`config.mk`:
```
export PLATFORM = sky130hd
export DESIGN_NAME = inst_fetch_queue
export DESIGN_NICKNAME = d
export VERILOG_FILES = /design/src/rtl/inst_fetch_queue.sv
export SDC_FILE = /design/constraint.sdc
export NUM_CORES = 1
export LEC_CHECK = 0
export BUFFER_PORTS_ARGS = -buffer_cell sky130_fd_sc_hd__buf_4
export CAP_MARGIN = 20
export CORE_MARGIN = 4
export CORE_UTILIZATION = 35
export DETAILED_ROUTE_END_ITERATION = 12
export PLACE_DENSITY_LB_ADDON = 0.1
export SLEW_MARGIN = 10
export SYNTH_ARGS = -nofsm -noshare
export SYNTH_HDL_FRONTEND = slang
export SYNTH_SLANG_ARGS = --single-unit
```
`constraint.sdc`:
```
create_clock -name clk -period 8.9 [get_ports clk]
set_clock_uncertainty 0.05 [all_clocks]
set_input_delay 0.445 -clock clk [delete_from_list [all_inputs] [get_ports clk]]
set_output_delay 0.445 -clock clk [all_outputs]
set_load 0.01 [all_outputs]
```
`src/rtl/inst_fetch_queue.sv`:
```
// Instruction-fetch front end: issues paired x/y lookups to the instruction cache
// and buffers returned {pc, inst} pairs in an in-order queue for the decoder.
module inst_fetch_queue #(
  parameter logic [31:0] RESET_PC = 32'h0,
  parameter int          FQ_WIDTH = 3,
  parameter int          FQ_DEPTH = 2**FQ_WIDTH
) (
  input  logic                clk,
  input  logic                rst,
  input  logic                rdy,
  output logic                en_rx,
  output logic [31:0]         pcx,
  input  logic                hitx,
  input  logic [31:0]         instx,
  output logic                en_ry,
  output logic [31:0]         pcy,
  input  logic                hity,
  input  logic [31:0]         insty,
  input  logic                br_en,
  input  logic [31:0]         br_target,
  output logic                out_valid,
  input  logic                out_ready,
  output logic [31:0]         out_pc,
  output logic [31:0]         out_inst,
  output logic [FQ_WIDTH:0]   fq_count
);

  localparam logic [0:0] ST_ISSUE = 1'b0;
  localparam logic [0:0] ST_WAIT  = 1'b1;

  localparam logic [FQ_WIDTH:0] DEPTH_C = FQ_DEPTH[FQ_WIDTH:0];
  localparam logic [FQ_WIDTH:0] TWO_C   = (FQ_WIDTH+1)'(2);

  logic [0:0]          state;
  logic [31:0]         pc;
  logic [FQ_WIDTH-1:0] head;
  logic [FQ_WIDTH-1:0] tail;
  logic [FQ_WIDTH:0]   count;

  logic [31:0] q_pc   [FQ_DEPTH];
  logic [31:0] q_inst [FQ_DEPTH];

  logic [FQ_WIDTH:0] free_slots;
  logic              lookup;
  logic              push_x;
  logic              push_y;
  logic              pop;
  logic [FQ_WIDTH:0] n_push;

  // A paired lookup needs room for both answers, so issue only with two free slots.
  assign free_slots = DEPTH_C - count;
  assign lookup     = rst && (state == ST_ISSUE) && (free_slots >= TWO_C);

  assign en_rx = lookup;
  assign en_ry = lookup;
  assign pcx   = pc;
  assign pcy   = pc + 32'd4;

  // A y hit is only usable when x also hit; otherwise the pair is re-fetched.
  assign push_x = (state == ST_WAIT) && hitx;
  assign push_y = push_x && hity;
  assign n_push = (FQ_WIDTH+1)'(push_x) + (FQ_WIDTH+1)'(push_y);

  assign out_valid = (count != '0);
  assign pop       = out_valid && out_ready;
  assign out_pc    = out_valid ? q_pc[head]   : 32'h0;
  assign out_inst  = out_valid ? q_inst[head] : 32'h0;
  assign fq_count  = count;

  // NOTE: sequential state uses non-blocking assignments so every register samples
  // pre-edge values, independent of block ordering.
  always_ff @(posedge clk or negedge rst) begin
    if (!rst) begin
      state <= ST_ISSUE;
      pc    <= RESET_PC;
      head  <= '0;
      tail  <= '0;
      count <= '0;
    end else if (rdy) begin
      if (br_en) begin
        state <= ST_ISSUE;
        pc    <= br_target & ~32'h3;
        head  <= '0;
        tail  <= '0;
        count <= '0;
      end else begin
        if (state == ST_ISSUE) begin
          if (lookup) state <= ST_WAIT;
        end else begin
          state <= ST_ISSUE;
          if (push_y)      pc <= pc + 32'd8;
          else if (push_x) pc <= pc + 32'd4;
        end
        head  <= head + FQ_WIDTH'(pop);
        tail  <= tail + n_push[FQ_WIDTH-1:0];
        count <= count + n_push - (FQ_WIDTH+1)'(pop);
      end
    end
  end

  // NOTE: queue storage has no reset; out_valid masks stale entries, so clearing
  // the array would only cost flops.
  always_ff @(posedge clk) begin
    if (rdy && !br_en) begin
      if (push_x) begin
        q_pc[tail]   <= pc;
        q_inst[tail] <= instx;
      end
      if (push_y) begin
        q_pc[tail + FQ_WIDTH'(1)]   <= pc + 32'd4;
        q_inst[tail + FQ_WIDTH'(1)] <= insty;
      end
    end
  end

endmodule

```
# Word level (Yosys, flattened, before mapping)
# Memories as Yosys holds them, arrays and structs flattened.
# Index checks and enable logic that the tools add are counted.
[word_totals]
ff_bits = 43
mem_bits_rw = 512
output_inout_bits = 135
elab_cells = 47
memories = 2
[classes]
n_addsub = 9
n_lt_le_gt_ge = 1
mux = 18
n_bitwise = 1
reduce_logical = 11
[memory_table]
columns = ["name", "words", "width", "read_ports", "rd_clocked_by_memory_dff", "wr", "line", "source"]
rows = [
  ["q_inst", 8, 32, 1, 0, 2, "41", "logic [31:0] q_inst [FQ_DEPTH];"],
  ["q_pc", 8, 32, 1, 0, 2, "40", "logic [31:0] q_pc [FQ_DEPTH];"],
]
[ops]
columns = ["op", "n"]
rows = [
  ["$mux 32", 6],
  ["$add 32x3->32 const B", 1],
  ["$add 32x4->32 const B", 1],
  ["$mux 1", 9],
  ["$logic_and 1x1->1", 6],
  ["$mux 3", 2],
  ["$add 4x2->4", 1],
  ["$ge 4x2->1 const B", 1],
  ["$mux 4", 1],
  ["$reduce_bool 4->1", 1],
  ["$sub 4x1->4", 1],
  ["$sub 4x4->4 const A", 1],
  ["$add 3x1->3", 1],
  ["$add 3x1->3 const B", 1],
  ["$add 3x2->3", 1],
  ["$reduce_and 3->1", 1],
  ["$reduce_bool 3->1", 1],
  ["$add 1x1->2", 1],
  ["$reduce_bool 2->1", 1],
  ["$logic_not 1->1", 1],
  ["$not 1->1", 1],
]

# Logic depth before layout (Yosys ltp)
# Gate-level depths: netlist of the first run.
[depth]
word_depth = 6
ltp_mapped = 13
depth_no_buf = 12

# Worst setup path after synthesis of the first run
# Ideal clock, no wire load.
[synth_timing]
path_type = "input to register"
start = "input br_en"
end = "memory q_inst[0][0], enable pin"
t_arrival_ps = 5579
required_ps = 8276
setup_slack_ps = 2697
cell_stages = 4
path_buffers = 1
path_cell_list = "and3b_1 buf_2 nand3_1 o31ai_1"
[synth_rtl]
columns = ["element", "line", "source"]
rows = [
  ["from (decl)", "19", "input logic br_en,"],
  ["to (decl)", "41", ""],
]

# Worst setup path in the final report of the first run
[layout_timing]
start = "register pc[3], in the netlist pcx[3]"
end = "output pcy[30]"
[layout_between]
elab_chain_len = 1
[layout_rtl]
columns = ["element", "line", "source"]
rows = [
  ["from (decl)", "35", "logic [31:0] pc;"],
  ["from (signal assigned)", "82", "pc <= br_target & ~32'h3;"],
  ["from (signal assigned)", "91", "if (push_y) pc <= pc + 32'd8;"],
  ["from (signal assigned)", "92", "else if (push_x) pc <= pc + 32'd4;"],
  ["$add 32x3->32", "57", "assign pcy = pc + 32'd4;"],
  ["to (decl)", "16", "output logic [31:0] pcy,"],
]
# No other way between the ends.

==> results of run 1 <==
[how the worst min path moves through the flow]
stage	slack (ns)	to	depth (start not counted)
6_report	0.05	pcx[25]$_DFFE_PN0P_	2
3_5_place_dp	0.46	fq_count[2]$_DFFE_PN0P_	1
4_1_cts	0.01	pcx[25]$_DFFE_PN0P_	2
3_3_place_gp	0.45	fq_count[3]$_DFFE_PN0P_	1
5_1_grt	0.02	pcx[25]$_DFFE_PN0P_	2
2_1_floorplan	0.1	fq_count[0]$_DFFE_PN0P_	0
[per-stage QoR]
step           setup WS (ns)  total power, mW  hold slack [ns]  utilization, %  instances
2_1_floorplan           2.70             4.49           0.0994               -       2708
3_3_place_gp            4.46             5.45            0.448            38.4       3785
3_5_place_dp            4.45             5.48            0.459            38.5       3788
4_1_cts                 3.79             8.16           0.0148            41.0       3904
5_1_grt                 3.52             8.44           0.0217            41.0       3904
6_report                3.82             8.06           0.0505            41.1       3905
[cell usage after synthesis, drive strengths merged (4+ instances only)]
cell type and number:
a21o 4, a21oi 23, a22o 4, a22oi 11
a31oi 7, and2 7, and3 5, and4 9
buf 152, clkbuf 116, dfrtp 41, edfxtp 496
ha 12, inv 19, mux2i 65, mux4 124
nand2 1018, nand2b 6, nand3 32, nand4 13
nor2 149, nor3 18, nor4 15, o21ai 32
o22ai 7, o311ai 6, o31ai 5, xnor2 201
xor2 56
[logic make-up after synthesis]
group,count (synthesis),synth area share [%]
buf+inv,288,4.27
fa+ha+maj,14,0.651
simple gates,1285,18.0
other cells,1,0.0128
mux,189,11.8
xor+xnor,257,7.71
compound gates,132,3.06
flops,537,54.5
[state kept, by name (all words and copies together) (netlist names)]
register,flops
pcx,30
q_inst,256
tail,3
head,3
q_pc,240
fq_count,4
state,1
[layer usage]
layer / vias to the layer above / track usage [%]
li1: 9404 / -
met1: 10400 / 30.3
met2: 838 / 38.2
met3: 150 / 3.61
met4: 4 / 6.51
met5: - / 0
[final cells by class]
class	instances	area share [%]
multi-input cells	1883	36.2
flip-flops and latches	537	47.1
well taps	1070	3.96
repair buffers	279	6.28
inverters	20	0.222
diodes	1	0.00740
clock inverters	23	0.614
clock buffers	92	5.61
[worst reg2reg max path: cells and delay by family (launching register included)]
family / cells / cell delay, ns
and+or+nand+nor: 4 / 2.41
DFF: 1 / 0.58
buffers and inverters: 1 / 0.70
xor gates and xnor gates: 1 / 0.18
[power by group through the flow]
| stage | logic [mW] | registers (mW) | clock network, mW |
|---|---|---|---|
| CTS | 2.35 | 3.08 | 2.73 |
| floorplan | 1.55 | 2.95 | 0 |
| finish | 2.30 | 3.08 | 2.68 |
| detailed placement | 2.34 | 3.13 | 0 |
| global route | 2.49 | 3.10 | 2.85 |
| global placement | 2.32 | 3.13 | 0 |
[what timing repair did]
item	in CTS	in global routing
endpoints found under the setup margin	0	0
endpoints found under the hold margin	41	0
hold buffers	1	0
gates resized for setup	0	0
==> run metrics, run 1 <==
count of different cell masters after synthesis 78; WL final 102000 microns; DIE AREA 88100 sq um; first-pass GRT wire length 147000 microns; Wirelength per Cell 26.0 microns; Slew Viols, Final 0; Clock Tree Root clkbuf_16; initial core utilization 35.5%; Net count, final 2905; Top Layer Used met5; Worst EP required 8.41 ns; Peak VDD IR 0.000198 V; period utilization 57.1%; Synth warnings 0; Syn Area/Cell 10.8 sq um; area delta synth->final 15.8%; Detail Route Antenna Nets 0; Post-synth EDFFs 496; initial antenna violation count 4; Critical path origin pcx[3]$_DFFE_PN0P_; clock network power share 33.2%; layout cell share with drive strength beyond 1 19.1%; io pins 238; RSZ-0062 raised after global routing no; most area-hungry cell type in the Yosys netlist edfxtp_1; WP depth 6; Buf+Inv Stages, Crit Path 1; slowest stage delay, CP 0.89 ns; Post-Syn Instances 2703; async set-reset flop share out of synthesis 7.64%; Sink Count 537; Logic pwr share 28.5%; via count 20.8k; Clock Latency Late Sink 0.60 ns; Post-DP Area 31700 sq um; Finished Cell Area 33800 sq um; FF+latch count, synth 537; core area 82400 sq um; DRT iter0 DRCs 2071; top post-synthesis cells by area edfxtp_1 (51%), nand2_1 (13%), mux4_2 (9.6%); # setup viols final 0; Critical Path AT 4.59 ns; max cap viols 0; WS Path Type flop to output pin; TNS Setup 0 ns; Avg Vias per Cell 5.33; Pwr Density 238 nW/um^2; FF-to-FF path depth 6; met3 wire length 6860 microns; largest net degree at the start of global routing 109; R2R Setup Slk 4.70 ns; reg2reg start state$_DFFE_PN0P_; gr ovfl total 0; crit path cell chain ha_1 > nand3_1 > nor2_1 > nand4_1 > xnor2_1 > buf_4; multi-input logic area 12200 sq um; worst r2r dst q_pc[1][8]$_DFFE_PP_; internal power 5.54 mW; outcome finished clean; Post-route DRC 0; hold_sp br_target[25]; fillcell total 7771; Reg area 15900 sq um; Core Rows 105; Net Sw Frac 31.2%; family with the most delay on the worst path simple AND/OR/NAND/NOR gates; final hold vios 0; GP Congestion 0.805; Post-Syn Area 29200 sq um; top cell type's share of synthesized area 51.0%; CTS tree built; TritonRoute pass-1 iters 5; GRT Total Usage 22.6%; # H-tree levels 3; Num CTS Buffers 67; leakage 12.2 nW; slowest stage cell, crit path nor2_1; number of port buffers 229; M1 WL 43200 microns; hold crit path type input pin to flop; Slew Limit Headroom 19.2%; dpl hpwl 58100 microns; CTS Buffer Depth 3; WL met2 49200 microns; Die Y 297 microns; sequential share of power 38.3%; Final min period 5.08 ns; leading cell type in the layout, fill and taps excluded nand2_1; Fmax 197 MHz; most frequent cells in the layout nand2_1 (1008), edfxtp_1 (496), buf_4 (274); Die X 297 microns; Worst Tran Pin Value 1.21 ns; setup bufs post-CTS 0; CP Launch Type flop; Clock transition at path regs 0.06 ns; CP Capture Type output pin; NetSw 2.51 mW; CP Max Fanout 16; Seq/Total Area, Yosys 54.5%; end point of the critical path pcy[30]; prevailing post-synth register cell edfxtp_1; number of global-route vias before repair 21.0k
Power figures use the tool's default switching activity.
==> inputs of run 2 (changes only) <==
==> constraint.sdc (replaced) <==
create_clock -name clk -period 4.1 [get_ports clk]
set_clock_uncertainty 0.05 [all_clocks]
set_input_delay 0.205 -clock clk [delete_from_list [all_inputs] [get_ports clk]]
set_output_delay 0.205 -clock clk [all_outputs]
set_load 0.01 [all_outputs]
==> run metrics, run 2 (synthesis results as in run 1) <==
outcome finished clean; final hold vios 0; Avg Vias per Cell 5.30; Final min period 3.75 ns; io pins 238; R2R Setup Slk 0.49 ns; max cap viols 0; DRT iter0 DRCs 2023; Worst Hold Path EP pcx[2]$_DFFE_PN0P_; CTS tree built; dpl hpwl 61100 microns; slowest stage cell, crit path or4_1; Logic pwr share 31.3%; FF-to-FF path depth 7; hold_sp hitx; clock network power share 31.7%; layout cell share with drive strength beyond 1 19.7%; Worst EP required 3.85 ns; leakage 13.0 nW; Wirelength per Cell 25.3 microns; DIE AREA 88100 sq um; Peak VDD IR 0.000312 V; GP Congestion 0.827; sequential share of power 37.0%; Num CTS Buffers 67; initial core utilization 35.5%; hold path cells 5; Clock Latency Late Sink 0.60 ns; Worst Tran Pin Value 0.982 ns; final hold slack 0.0614 ns; Reg with most FFs q_inst; internal power 12.0 mW; CTS Buffer Depth 3; most frequent cells in the layout nand2_1 (1008), edfxtp_1 (496), buf_4 (314); crit path cell chain buf_4 > nand4_2 > or4_1 > nor2_4 > nand2_1 > xnor2_1 > buf_4; hold crit path type input pin to flop; WS Path Type flop to output pin; Slew Limit Headroom 34.3%; Net Sw Frac 31.6%; max reg flops 256; gr ovfl total 0; # diodes 0; GRT Total Usage 23.1%; CP Launch Type flop; reg2reg start state$_DFFE_PN0P_; setup ws final 0.355 ns; period utilization 91.3%; WL final 103000 microns; CTS resizes 0; Slew Viols, Final 0; core area 82400 sq um; Die X 297 microns; largest net degree at the start of global routing 63; pre-CTS WS 0.957 ns; RSZ-0062 raised after global routing no; number of port buffers 229; most used cell, CP buf_4; Fmax 267 MHz; Sink Count 537; # setup viols final 0; Critical Path AT 3.49 ns; fillcell total 7684; power consumption 17.5 mW; Pwr Density 494 nW/um^2; # H-tree levels 3; Finished Cell Area 35500 sq um; Post-route DRC 0; first-pass GRT wire length 151000 microns; CP Max Fanout 18; via count 21.6k; Post-DP Area 32200 sq um; number of global-route vias before repair 22.0k; Detail Route Antenna Nets 0; Net count, final 3082; Core Rows 105; NetSw 5.55 mW; leading cell type in the layout, fill and taps excluded nand2_1; Die Y 297 microns; slowest stage delay, CP 0.87 ns; worst r2r dst q_inst[6][17]$_DFFE_PP_; CP Capture Type output pin; area delta synth->final 21.6%; initial antenna violation count 0; TritonRoute pass-1 iters 7; Clock Tree Root clkbuf_16; Clock transition at path regs 0.06 ns
==> run 2: metrics by stage <==
step	instances	TNS [ns]	util [%]
4_1_cts	4084	0	43.1
2_1_floorplan	2708	-103.64	-
3_3_place_gp	3839	0	39.1
3_5_place_dp	3839	0	39.1
6_report	4084	0	43.1
5_1_grt	4084	0	43.1
==> run 2: metal layers <==
layer  global-route usage (%)  up-vias  routed length [microns]
met3                     2.83      127                     6230
met5                        0        -                        0
met1                     31.5    10900                    44700
met4                     5.26        0                     1820
li1                         -     9772                        -
met2                     39.5      820                    50700
==> run 2: worst max path at each step <==
stage,from,end,slack (ns),cells after the start
after global routing,pcx[2]$_DFFE_PN0P_,pcy[22],0.20,9
final,pcx[12]$_DFFE_PN0P_,pcy[31],0.35,7
after detailed placement,state$_DFFE_PN0P_,q_pc[6][29]$_DFFE_PP_,0.96,6
after floorplan,state$_DFFE_PN0P_,q_inst[2][0]$_DFFE_PP_,-0.23,5
after global placement,state$_DFFE_PN0P_,q_pc[6][29]$_DFFE_PP_,0.99,6
after CTS,pcx[12]$_DFFE_PN0P_,pcy[31],0.39,7
==> run 2: power by group through the flow <==
| stage | Combinational (mW) | Clock, mW | Sequential, mW |
|---|---|---|---|
| final | 5.48 | 5.55 | 6.49 |
| after floorplan | 3.35 | 0 | 6.40 |
| after global placement | 5.43 | 0 | 6.60 |
| after CTS | 5.59 | 5.67 | 6.50 |
| after detailed placement | 5.48 | 0 | 6.61 |
| after global routing | 5.92 | 5.91 | 6.51 |
==> run 2: repair_timing <==
| action | CTS | global route |
|---|---|---|
| hold buffers | 127 | 0 |
| buffers inserted | 0 | 0 |
| hold endpoints to repair | 328 | 0 |
==> run 2: layout make-up <==
class / count / area [sq um] / share of cell area, %
Multi-Input combinational cell: 1883 / 12200 / 34.4
Tap cell: 1070 / 1340 / 3.77
Sequential cell: 537 / 15900 / 44.9
Clock inverter: 23 / 134 / 0.377
Clock buffer: 95 / 1880 / 5.28
Inverter: 20 / 75.1 / 0.211
Timing Repair Buffer: 456 / 3930 / 11.1
==> run 2: worst max-delay path: cells and delay by family (launching register included) <==
family	cells	cell delay, ns
AND/OR/NAND/NOR	4	1.64
buffers and inverters	2	0.52
XOR/XNOR	1	0.41
flip-flops	1	0.32
==> inputs of run 3 (changes only) <==
--- a/config.mk
+++ b/config.mk
@@ -7,10 +7,10 @@
 export LEC_CHECK = 0
 export BUFFER_PORTS_ARGS = -buffer_cell sky130_fd_sc_hd__buf_4
 export CAP_MARGIN = 20
-export CORE_MARGIN = 4
+export CORE_MARGIN = 2
 export CORE_UTILIZATION = 35
 export DETAILED_ROUTE_END_ITERATION = 12
-export PLACE_DENSITY_LB_ADDON = 0.1
+export PLACE_DENSITY = 0.57
 export SLEW_MARGIN = 10
 export SYNTH_ARGS = -nofsm -noshare
 export SYNTH_HDL_FRONTEND = slang
==> run metrics, run 3 (synthesis results as in run 1) <==
end point of the critical path pcy[20]; Die X 293 microns; GRT Total Usage 22.4%; most frequent cells in the layout nand2_1 (1009), edfxtp_1 (496), buf_4 (315); internal power 11.5 mW; DRT iter0 DRCs 2309; Slew Viols, Final 0; largest net degree at the start of global routing 63; Critical path origin pcx[3]$_DFFE_PN0P_; hold path cells 4; DIE AREA 85800 sq um; Net count, final 3067; setup ws final 0.277 ns; Die Y 293 microns; pre-CTS WS 0.677 ns; Slew Limit Headroom 23.4%; Logic pwr share 31.6%; outcome finished clean; FF-to-FF path depth 8; number of port buffers 229; io pins 238; Post-route DRC 0; first-pass GRT wire length 143000 microns; TNS Setup 0 ns; number of global-route vias before repair 21.8k; # diodes 0; # H-tree levels 2; initial antenna violation count 0; leakage 12.8 nW; CTS tree built; Detail Route Antenna Nets 0; fin util 42.6%; CP Launch Type flop; area delta synth->final 20.3%; worst r2r dst q_inst[4][4]$_DFFE_PP_; Avg Vias per Cell 5.39; Wirelength per Cell 24.0 microns; period utilization 93.2%; RSZ-0062 raised after global routing no; Net Sw Frac 31.9%; TritonRoute pass-1 iters 6; Final min period 3.82 ns; max reg flops 256; Post-DP Area 32100 sq um; core area 82400 sq um; # setup viols final 0; Peak VDD IR 0.000470 V; Sink Count 537; Critical Path AT 3.57 ns; Clock Latency Late Sink 0.63 ns; hold crit path type input pin to flop; layout cell share with drive strength beyond 1 19.2%; leading cell type in the layout, fill and taps excluded nand2_1; Num CTS Buffers 55; final hold vios 0; via count 21.9k; gr ovfl total 0; Clock Tree Root clkbuf_16; WS Path Type flop to output pin; max cap viols 0; Core Rows 105; Finished Cell Area 35100 sq um; initial core utilization 35.5%; clock network power share 29.2%; WL final 97500 microns; sequential share of power 39.2%; GP Congestion 0.843; final cell count without fillers 4065; CP Max Fanout 16; Worst EP required 3.85 ns; Worst Tran Pin Value 1.15 ns; NetSw 5.37 mW; CP Capture Type output pin; R2R Setup Slk 0.38 ns; Reg with most FFs q_inst; dpl hpwl 58000 microns; Pwr Density 479 nW/um^2; Fmax 262 MHz; Clock transition at path regs 0.07 ns; CTS Buffer Depth 3; reg2reg start tail[1]$_DFFE_PN0P_; Placed Cells 3833
==> run 3: changes by cell type in the layout (fill, tap and decap cells not counted), sizes merged <==
cell / before / now
clkinvlp: 0 / 1
dlygate4sd3: 127 / 128
clkinv: 22 / 23
bufinv: 1 / 2
clkbuf: 95 / 76
buf: 329 / 325
==> run 3: area by class of cell <==
cell class / instances / area (sq um)
timing repair buffer: 453 / 3850
clock inverter: 26 / 179
inverter: 20 / 75.1
multi-input combinational: 1883 / 12200
fill: 7603 / 47200
tap: 1070 / 1340
sequential: 537 / 15900
clock buffer: 76 / 1530
==> run 3: repair_timing <==
action	4_1_cts	5_1_grt
endpoints found under the hold margin	326	0
endpoints found under the setup margin	1	5
resized for setup	0	1
pin swaps	1	1
hold buffers	128	0
setup buffers	0	2
==> run 3: per-stage QoR <==
step	power [mW]	hold slack (ns)
2_1_floorplan	9.75	-0.141
3_3_place_gp	11.9	0.213
3_5_place_dp	12.0	0.219
4_1_cts	17.0	0.0836
5_1_grt	17.5	0.124
6_report	16.8	0.101
==> run 3: layer usage <==
layer / vias up / part of all wire (%) / GRT usage [%]
met1: 10900 / 40 / 29.7
li1: 9732 / - / -
met5: - / 0 / 0
met2: 1073 / 49 / 37.8
met3: 201 / 7.7 / 3.05
met4: 0 / 3.3 / 8.02
==> run 3: worst min path at each step <==
stage / startpoint / to / slack (ns)
finish: br_target[17] / pcx[17]$_DFFE_PN0P_ / 0.10
floorplan: rst / fq_count[0]$_DFFE_PN0P_ / -0.14
CTS: br_target[17] / pcx[17]$_DFFE_PN0P_ / 0.08
global placement: rst / pcx[9]$_DFFE_PN0P_ / 0.21
global route: br_target[17] / pcx[17]$_DFFE_PN0P_ / 0.12
detailed placement: rst / pcx[11]$_DFFE_PN0P_ / 0.22
==> run 3: critical path, cell delays in order, from the launching register on <==
cell and delay (ns):
dfrtp_1 0.67, ha_2 0.48, and3_1 0.45, nand2_2 0.32
nor4_4 0.66, xnor2_1 0.20, buf_4 0.16
==> run 3: power groups by stage <==
| stage | Clock, mW | Combinational [mW] | Sequential (mW) |
|---|---|---|---|
| after global placement | 0 | 5.24 | 6.70 |
| final | 4.91 | 5.32 | 6.59 |
| after global routing | 5.16 | 5.73 | 6.62 |
| after CTS | 4.95 | 5.41 | 6.60 |
| after floorplan | 0 | 3.35 | 6.40 |
| after detailed placement | 0 | 5.29 | 6.71 |
